$ cat config.mk
export PLATFORM = sky130hd
export DESIGN_NAME = rst_step_gen_flat
export DESIGN_NICKNAME = d
export VERILOG_FILES = /design/src/rtl/rst_step_gen_pkg.sv /design/src/rtl/rst_step_gen_if.sv /design/src/rtl/rst_step_gen_btn_debounce.sv /design/src/rtl/rst_step_gen.sv /design/src/flat_wrapper.sv
export SDC_FILE = /design/constraint.sdc
export NUM_CORES = 1
export LEC_CHECK = 0
export ABC_AREA = 1
export CORE_MARGIN = 2
export CORE_UTILIZATION = 35
export DETAILED_ROUTE_END_ITERATION = 12
export GPL_ROUTABILITY_DRIVEN = 0
export PLACE_DENSITY = 0.64
export SYNTH_ARGS = -nofsm -noshare
export SYNTH_HDL_FRONTEND = slang
export SYNTH_SLANG_ARGS = --single-unit
$ cat constraint.sdc
create_clock -name B_CLK -period 1.35 [get_ports B_CLK]
set_clock_uncertainty 0.1 [all_clocks]
set_input_delay 0.135 -clock B_CLK [delete_from_list [all_inputs] [get_ports B_CLK]]
set_output_delay 0.135 -clock B_CLK [all_outputs]
set_load 0.01 [all_outputs]
$ cat src/rtl/rst_step_gen_pkg.sv
// rst_step_pkg: shared reset-FSM state encoding and default parameter values for rst_step_gen.
// Macro STEP_AUTOREPEAT_EN adds the step auto-repeat timing defaults.
package rst_step_pkg;
    typedef enum logic [1:0] {RUN = 2'd0, HOLD = 2'd1, EXTEND = 2'd2} rst_state_t;
    localparam logic [15:0] DEF_DEBOUNCE_CYCLES = 16'd50000;
    localparam logic [7:0]  DEF_RST_HOLD        = 8'd16;
    localparam int          DEF_CNT_W           = 16;
`ifdef STEP_AUTOREPEAT_EN
    localparam logic [23:0] DEF_REPEAT_DELAY    = 24'd5000000;
    localparam logic [23:0] DEF_REPEAT_PERIOD   = 24'd1000000;
`endif
endpackage

$ cat src/rtl/rst_step_gen_if.sv
// rst_step_gen_if: button inputs and conditioned outputs of rst_step_gen.
// BTN_RST/BTN_STEP raw buttons; SYS_RST stretched reset; STEP_PULSE one-cycle strobe; BTN_STEP_DB debounced step level.
interface rst_step_gen_if;
    logic BTN_RST;
    logic BTN_STEP;
    logic SYS_RST;
    logic STEP_PULSE;
    logic BTN_STEP_DB;
    modport master (output BTN_RST, BTN_STEP, input SYS_RST, STEP_PULSE, BTN_STEP_DB);
    modport slave  (input BTN_RST, BTN_STEP, output SYS_RST, STEP_PULSE, BTN_STEP_DB);
endinterface

$ cat src/rtl/rst_step_gen_btn_debounce.sv
// btn_debounce: 2-flop synchroniser plus stable-count debouncer for one raw button.
// Ports: B_CLK clock, RST sync active-high reset, btn raw input, db debounced level.
module btn_debounce
    import rst_step_pkg::*;
#(
    parameter logic [15:0] DEBOUNCE_CYCLES = DEF_DEBOUNCE_CYCLES,
    parameter int          CNT_W           = DEF_CNT_W
)(
    input  logic B_CLK,
    input  logic RST,
    input  logic btn,
    output logic db
);
    localparam logic [CNT_W-1:0] LAST = CNT_W'(DEBOUNCE_CYCLES - 16'd1);
    logic s1, s2;
    logic [CNT_W-1:0] cnt;
    always_ff @(posedge B_CLK) begin
        if (RST) begin
            s1  <= 1'b0;
            s2  <= 1'b0;
            db  <= 1'b0;
            cnt <= '0;
        end else begin
            s1 <= btn;
            s2 <= s1;
            if (s2 == db) cnt <= '0;
            else if (cnt == LAST) begin
                db  <= s2;
                cnt <= '0;
            end else cnt <= cnt + CNT_W'(1);
        end
    end
endmodule

$ cat src/rtl/rst_step_gen.sv
// rst_step_gen: debounces reset/step buttons, produces a stretched SYS_RST and a one-cycle STEP_PULSE.
// Ports: B_CLK board clock, RST sync active-high reset, bus (slave) carrying buttons and conditioned outputs.
// Optional macro STEP_AUTOREPEAT_EN: repeats STEP_PULSE while the step button is held.
module rst_step_gen
    import rst_step_pkg::*;
#(
    parameter logic [15:0] DEBOUNCE_CYCLES = DEF_DEBOUNCE_CYCLES,
    parameter logic [7:0]  RST_HOLD        = DEF_RST_HOLD,
    parameter int          CNT_W           = DEF_CNT_W
`ifdef STEP_AUTOREPEAT_EN
    ,
    parameter logic [23:0] REPEAT_DELAY    = DEF_REPEAT_DELAY,
    parameter logic [23:0] REPEAT_PERIOD   = DEF_REPEAT_PERIOD
`endif
)(
    input logic B_CLK,
    input logic RST,
    rst_step_gen_if.slave bus
);
    logic db_rst, db_step, rst_prev, step_prev;
    logic sys_rst_q, step_pulse_q, step_ok, step_fire;
    logic [7:0] hold_cnt;
    rst_state_t state, nxt;
    btn_debounce #(.DEBOUNCE_CYCLES(DEBOUNCE_CYCLES), .CNT_W(CNT_W)) u_db_rst (
        .B_CLK(B_CLK), .RST(RST), .btn(bus.BTN_RST), .db(db_rst));
    btn_debounce #(.DEBOUNCE_CYCLES(DEBOUNCE_CYCLES), .CNT_W(CNT_W)) u_db_step (
        .B_CLK(B_CLK), .RST(RST), .btn(bus.BTN_STEP), .db(db_step));
    always_comb begin
        nxt = HOLD;
        case (state)
            RUN:     nxt = (db_rst & ~rst_prev) ? HOLD : RUN;
            HOLD:    nxt = (hold_cnt == RST_HOLD - 8'd1) ? (db_rst ? EXTEND : RUN) : HOLD;
            EXTEND:  nxt = db_rst ? EXTEND : RUN;
            default: nxt = HOLD;
        endcase
    end
    // A step edge only counts when reset is neither active nor being entered on this edge.
    assign step_ok = db_step & ~step_prev & (state == RUN) & (nxt == RUN);
    always_ff @(posedge B_CLK) begin
        if (RST) begin
            state        <= HOLD;
            hold_cnt     <= 8'd0;
            sys_rst_q    <= 1'b1;
            step_pulse_q <= 1'b0;
            rst_prev     <= 1'b0;
            step_prev    <= 1'b0;
        end else begin
            state        <= nxt;
            hold_cnt     <= (state == HOLD && nxt == HOLD) ? hold_cnt + 8'd1 : 8'd0;
            sys_rst_q    <= (nxt != RUN);
            step_pulse_q <= step_fire;
            rst_prev     <= db_rst;
            step_prev    <= db_step;
        end
    end
`ifdef STEP_AUTOREPEAT_EN
    // rpt_cnt counts cycles since the last pulse while held; 0 means idle.
    logic [23:0] rpt_cnt;
    logic rpt_first, running, rpt_fire;
    assign running   = (state == RUN) & (nxt == RUN);
    assign rpt_fire  = running & db_step & (rpt_cnt != 24'd0) &
                       (rpt_cnt == (rpt_first ? REPEAT_DELAY : REPEAT_PERIOD));
    assign step_fire = step_ok | rpt_fire;
    always_ff @(posedge B_CLK) begin
        if (RST || !db_step || !running) begin
            rpt_cnt   <= 24'd0;
            rpt_first <= 1'b0;
        end else if (step_ok || rpt_fire) begin
            rpt_cnt   <= 24'd1;
            rpt_first <= step_ok;
        end else if (rpt_cnt != 24'd0) rpt_cnt <= rpt_cnt + 24'd1;
    end
`else
    assign step_fire = step_ok;
`endif
    assign bus.SYS_RST     = sys_rst_q;
    assign bus.STEP_PULSE  = step_pulse_q;
    assign bus.BTN_STEP_DB = db_step;
endmodule
$ cat src/flat_wrapper.sv
// flat-port wrapper written by rule: the top's interface ports become plain ports
module rst_step_gen_flat import rst_step_pkg::*;
#(
    parameter logic [15:0] DEBOUNCE_CYCLES = DEF_DEBOUNCE_CYCLES,
    parameter logic [7:0]  RST_HOLD        = DEF_RST_HOLD,
    parameter int          CNT_W           = DEF_CNT_W

)
  (B_CLK, RST, bus_BTN_RST, bus_BTN_STEP, bus_SYS_RST, bus_STEP_PULSE, bus_BTN_STEP_DB);
  rst_step_gen_if bus_i ();
  input logic B_CLK;
  input logic RST;
  input wire logic [$bits(bus_i.BTN_RST)-1:0] bus_BTN_RST;
  input wire logic [$bits(bus_i.BTN_STEP)-1:0] bus_BTN_STEP;
  output wire logic [$bits(bus_i.SYS_RST)-1:0] bus_SYS_RST;
  output wire logic [$bits(bus_i.STEP_PULSE)-1:0] bus_STEP_PULSE;
  output wire logic [$bits(bus_i.BTN_STEP_DB)-1:0] bus_BTN_STEP_DB;
  assign bus_i.BTN_RST = bus_BTN_RST;
  assign bus_i.BTN_STEP = bus_BTN_STEP;
  assign bus_SYS_RST = bus_i.SYS_RST;
  assign bus_STEP_PULSE = bus_i.STEP_PULSE;
  assign bus_BTN_STEP_DB = bus_i.BTN_STEP_DB;
  rst_step_gen #(.DEBOUNCE_CYCLES(DEBOUNCE_CYCLES), .RST_HOLD(RST_HOLD), .CNT_W(CNT_W)) u_core (.B_CLK(B_CLK), .RST(RST), .bus(bus_i));
endmodule
Word-level counts from Yosys, hierarchy flattened
Index checks and enable logic that the tools add are counted.
W data, S select, Z words.
{"block": "word_totals", "reg_bits": 52, "input_bits": 4, "output_inout_bits": 3, "elab_cells": 47}
{"block": "classes", "n_addsub": 3, "n_eq_ne": 8, "muxes": 4, "bitwise_logic": 9, "reduce_logical": 9}
{"cell": "$add A16 B1 Y16 const B", "n": 2}
{"cell": "$eq A16 B16 Y1 const B", "n": 2}
{"cell": "$add A8 B1 Y8 const B", "n": 1}
{"cell": "$eq A8 B4 Y1 const B", "n": 1}
{"cell": "$pmux W2 S3", "n": 1}
{"cell": "$reduce_or A3 Y1", "n": 2}
{"cell": "$not A1 Y1", "n": 5}
{"cell": "$and A1 B1 Y1", "n": 4}
{"cell": "$eq A2 B1 Y1 const B", "n": 2}
{"cell": "$logic_not A2 Y1", "n": 2}
{"cell": "$mux W2", "n": 2}
{"cell": "$reduce_and A2 Y1", "n": 2}
{"cell": "$eq A1 B1 Y1", "n": 2}
{"cell": "$eq A2 B2 Y1 const B", "n": 1}
{"cell": "$reduce_bool A2 Y1", "n": 1}
{"cell": "$reduce_or A2 Y1", "n": 1}
{"cell": "$logic_and A1 B1 Y1", "n": 1}
{"cell": "$mux W1", "n": 1}

Longest topological paths before layout
Gate-level depths: netlist of the first run.
{"block": "logic_depth", "depth_word": 8, "depth_mapped": 8, "mapped_depth_nobuf": 7}

By module
From an unflattened synthesis of the first run, not the netlist that was laid out.
{"block": "unflattened", "hier_cells": 329, "area_unflattened_um2": 2387.3}
{"module": "btn_debounce", "instances": 2, "cells_each": 132, "area_each_um2": 922.1, "seq_area_each_um2": 380.4}
{"module": "rst_step_gen", "instances": 1, "cells_each": 65, "area_each_um2": 543.0, "seq_area_each_um2": 280.3}

Worst setup path before layout of the first run
Ideal clock, no wire load.
{"block": "synth_timing", "path_kind": "register to register", "from": "register u_core.u_db_step.cnt[0]", "to": "register u_core.u_db_step.cnt[15]", "setup_ns": 0.122, "arrival_ns": 1.182, "required_ns": 1.128, "slack_ns": -0.053, "stages_incl_launch_ff": 8, "n_path_buf": 1, "synth_period_minus_slack_ns": 1.403, "path_cell_list": "dfxtp_1 -> ha_1 -> nand3_1 -> nor2_2 -> nand3_1 -> nand2_2 -> buf_6 -> a21oi_1"}
{"block": "synth_between", "elab_chain_len": 2, "word_cells_on_any_way": 3, "cone_classes": "1 x add/sub; 1 x eq/ne; 1 x reduce/logical"}
{"item": "from (decl)", "line_no": "rst_step_gen_btn_debounce.sv:16", "source": "logic [CNT_W-1:0] cnt;"}
{"item": "from (signal assigned)", "line_no": "rst_step_gen_btn_debounce.sv:30", "source": "end else cnt <= cnt + CNT_W'(1);"}
{"item": "branches (longest 2 deep; another with $add A16 B1 Y16)"}
Parallel ways; which one is timed is not known.
A chain may end at the register's enable or synchronous reset.

Worst setup path after layout of the first run
{"block": "layout_timing", "from": "register u_core.u_db_rst.cnt[4]", "to": "register u_core.u_db_rst.cnt[15]"}
{"block": "layout_between", "elab_chain_len": 2, "word_cells_on_any_way": 3, "cone_classes": "1 x add/sub; 1 x eq/ne; 1 x reduce/logical"}
{"item": "from (decl)", "line_no": "rst_step_gen_btn_debounce.sv:16"}
{"item": "from (signal assigned)", "line_no": "rst_step_gen_btn_debounce.sv:30"}
{"item": "branches (longest 2 deep; another with $add A16 B1 Y16)"}
Parallel ways; which one is timed is not known.

==> out/qor.yml, run 1 <==
timing:
  clock.fmax_ghz: 0.768
  finalMaxSlewViolations: 0
  relSlewSlack: 0.785
  holdWs_ns: 0.235
  finalHoldViolations: 0
  period_share: 0.964
  setup_viol: 0
  period_minus_slack_ns: 1.30
  max_slew.worst_pin.slew_ns: 0.322
  rsz0062_at_grt: "yes"
route:
  drt-total-wl_mm: 5.35
  ant_nets: 0
  vias: 2278
  dr.pass1.iters: 4
  drtIter0Drc: 87
  avgRoutedWirePerCell_um: 11.1
  drc: 0
  viasPerCell: 4.71
cells_and_area:
  syn_to_final_growth_pct: 31.5
  antennaDiodeCount: 0
  fillers: 663
  drive_gt1_frac: 0.275
  fin_cells: 484
  nNetsFinal: 410
setup_path:
  regToRegStartpoint: "u_core.u_db_rst.cnt[4]"
  arrival_ns: 1.45
  rrSetupSlack_ns: 0.05
  crit_path_start_kind: "flip-flop"
  ff2ff_path_depth: 6
  cp-end-kind: "flip-flop"
  required_ns: 1.49
  path_class: "reg -> reg"
  cp_max_fo: 6
  rr_endpoint: "u_core.u_db_rst.cnt[15]"
placed_design:
  dp_cells: 474
  port_buffers: 6
  hpwl_mm: 3.75
die:
  die_height_um: 87.5
  core.rowCount: 30
  die_w_um: 87.5
  io_pins: 7
  floorplan.initialDensity: 0.361
  core_sq_um: 6760
  fp.dieArea_sq_um: 7660
clock_network:
  holdBufCountCts: 0
  post_cts_buffers: 0
  htreeDepth: 2
  cts_sinks: 52
  clk_pin_slew_ns: 0.10
  clockBufferDepth: 2
  clockRootBuffer: "clkbuf_8"
  clock_latency_ns: 0.31
  cts_tree: "built"
  numCtsBuffers: 5
synthesis:
  ys_warn_count: 0
  synthTopCellsByArea: "dfxtp_1, nor2_1, nand2_1, inv_1, nand3_1"
  synth_area_leader_cell: "dfxtp_1"
  avgSynthCellArea_sq_um: 6.95
  yosys_most_used_dff: "dfxtp_1"
  synth_cell_types: 21
  syn_nets: 358
  seq_area_frac_synth: 0.426
  netlist_top_cells_count: "nor2_1, nand2_1, dfxtp_1"
  syn_inst: 351
  synthMostInstantiatedCell: "nor2_1"
  synth.top_cell.area_share: 0.426
  synth-edff-count: 0
  synth_area_sq_um: 2440
  ys_seq_elements: 52
  async_reset_ff_frac: 0
power:
  vdd_drop_max_v: 0.000349
  swShare: 0.227
  p_per_area_nw_per_um2: 812
  power_frac_seq: 0.599
  p_int_mw: 2.01
  clkPwrFrac: 0.366
  netSwitchingPower_uw: 592
  total_power_mw: 2.60
  power_leakage_nw: 1.13
  combinationalPowerShare: 0.034
worst_hold_path:
  holdPathEnd: "u_core.u_db_step.s1"
  holdPathStages: 3
  min-delay-start: "bus_BTN_STEP"
  hold_path_class: "in -> reg"
job:
  cap_violations: 0
global_route:
  grt_pass1_wl_mm: 9.02
  grtUsageTotal: 0.147
  grt_antenna_before_repair: 0
  grt_pass1_vias: 2198
  grt_max_degree: 17
  overflow: 0
outcome:
  status: "complete, no violations"
## worst max-delay path: stages (launching register included)
cell and delay, ns:
dfxtp_2 0.41, nand2_1 0.14, nor2_1 0.17, nand2_1 0.12, nor2_1 0.11, nand2_1 0.05, a21oi_1 0.12
## final cells by class
type | instances | area (sq um) | area share
Clock inverter | 2 | 13.8 | 0.00429
Sequential cell | 52 | 1060 | 0.331
Timing Repair Buffer | 46 | 372 | 0.116
Tap cell | 80 | 100 | 0.0312
Clock buffer | 6 | 82.6 | 0.0257
Multi-Input combinational cell | 254 | 1400 | 0.436
Inverter | 44 | 180 | 0.0561
## worst max-delay path by stage
stage,slack [ns],to,startpoint
6_report,0.05,u_core.u_db_rst.cnt[15],u_core.u_db_rst.cnt[4]
5_1_grt,-0.04,u_core.u_db_rst.cnt[15],u_core.u_db_rst.cnt[4]
4_1_cts,0.001,u_core.u_db_step.cnt[15],u_core.u_db_step.cnt[3]
3_5_place_dp,-0.25,u_core.u_db_rst.cnt[13],RST
3_3_place_gp,-0.21,u_core.u_db_rst.cnt[8],RST
2_1_floorplan,0.02,u_core.u_db_rst.cnt[11],u_core.u_db_rst.cnt[0]
## stage by stage
step / instance area, sq um / utilization / setup WS (ns) / TNS, ns
after floorplan: 2460 / - / 0.0230 / 0
after global placement: 2890 / 0.428 / -0.214 / -6.69
after detailed placement: 2890 / 0.428 / -0.247 / -7.61
after CTS: 3040 / 0.450 / 0.00102 / 0
after global routing: 3210 / 0.475 / -0.0399 / -0.185
final: 3210 / 0.475 / 0.0482 / 0
## logic make-up after synthesis
kind of cell / Yosys count / synth area share
AND/OR/NAND/NOR: 205 / 0.354
flip-flops: 52 / 0.426
buffers and inverters: 47 / 0.0866
AO/OA/AOI/OAI: 29 / 0.0641
XOR/XNOR: 15 / 0.0538
adder cells (fa/ha/maj): 3 / 0.0154
## cell usage in the layout, fill, tap and decap left out, types with 5 or more instances in the layout
master,n
a21oi_1,19
buf_4,36
clkbuf_8,6
dfxtp_1,35
dfxtp_2,17
inv_1,39
nand2_1,65
nand2_4,5
nand3_1,24
nand4_1,12
nor2_1,70
nor2_2,10
xor2_1,12
## flip-flops by register name, summed over array words and instances (netlist names), 2 cells and up
name                  cells
u_core.u_db_rst.cnt      16
u_core.u_db_step.cnt     16
u_core.hold_cnt           8
u_core.state              2
## routing by layer
layer / part of all wire / routed length (um) / GRT usage
met5: 0 / 0 / 0
met4: 0.014 / 74 / 0.0699
met3: 0.027 / 147 / 0.0256
met2: 0.49 / 2620 / 0.247
met1: 0.47 / 2500 / 0.181
## power by group through the flow
stage               logic, mW  registers [mW]  clock network, mW
global route            0.101            1.56               1.04
global placement       0.0756            1.59                  0
detailed placement     0.0778            1.59                  0
floorplan              0.0473            1.59                  0
finish                 0.0892            1.56              0.954
CTS                    0.0840            1.56              0.988
## what timing repair did
action / in CTS / in global routing
resized for setup: 16 / 54
pin swaps: 2 / 20
cloned: 1 / 1
endpoints found under the setup margin: 45 / 46
No activity file was read; power rests on OpenSTA's default activity.
==> inputs of run 2 (changes only) <==
--- a/config.mk
+++ b/config.mk
@@ -6,6 +6,7 @@
 export NUM_CORES = 1
 export LEC_CHECK = 0
 export ABC_AREA = 1
+export CAP_MARGIN = 10
 export CORE_MARGIN = 2
 export CORE_UTILIZATION = 35
 export DETAILED_ROUTE_END_ITERATION = 12
==> results of run 2 <==
Same layout as run 1: the final DEF is identical, and so are final timing and power.
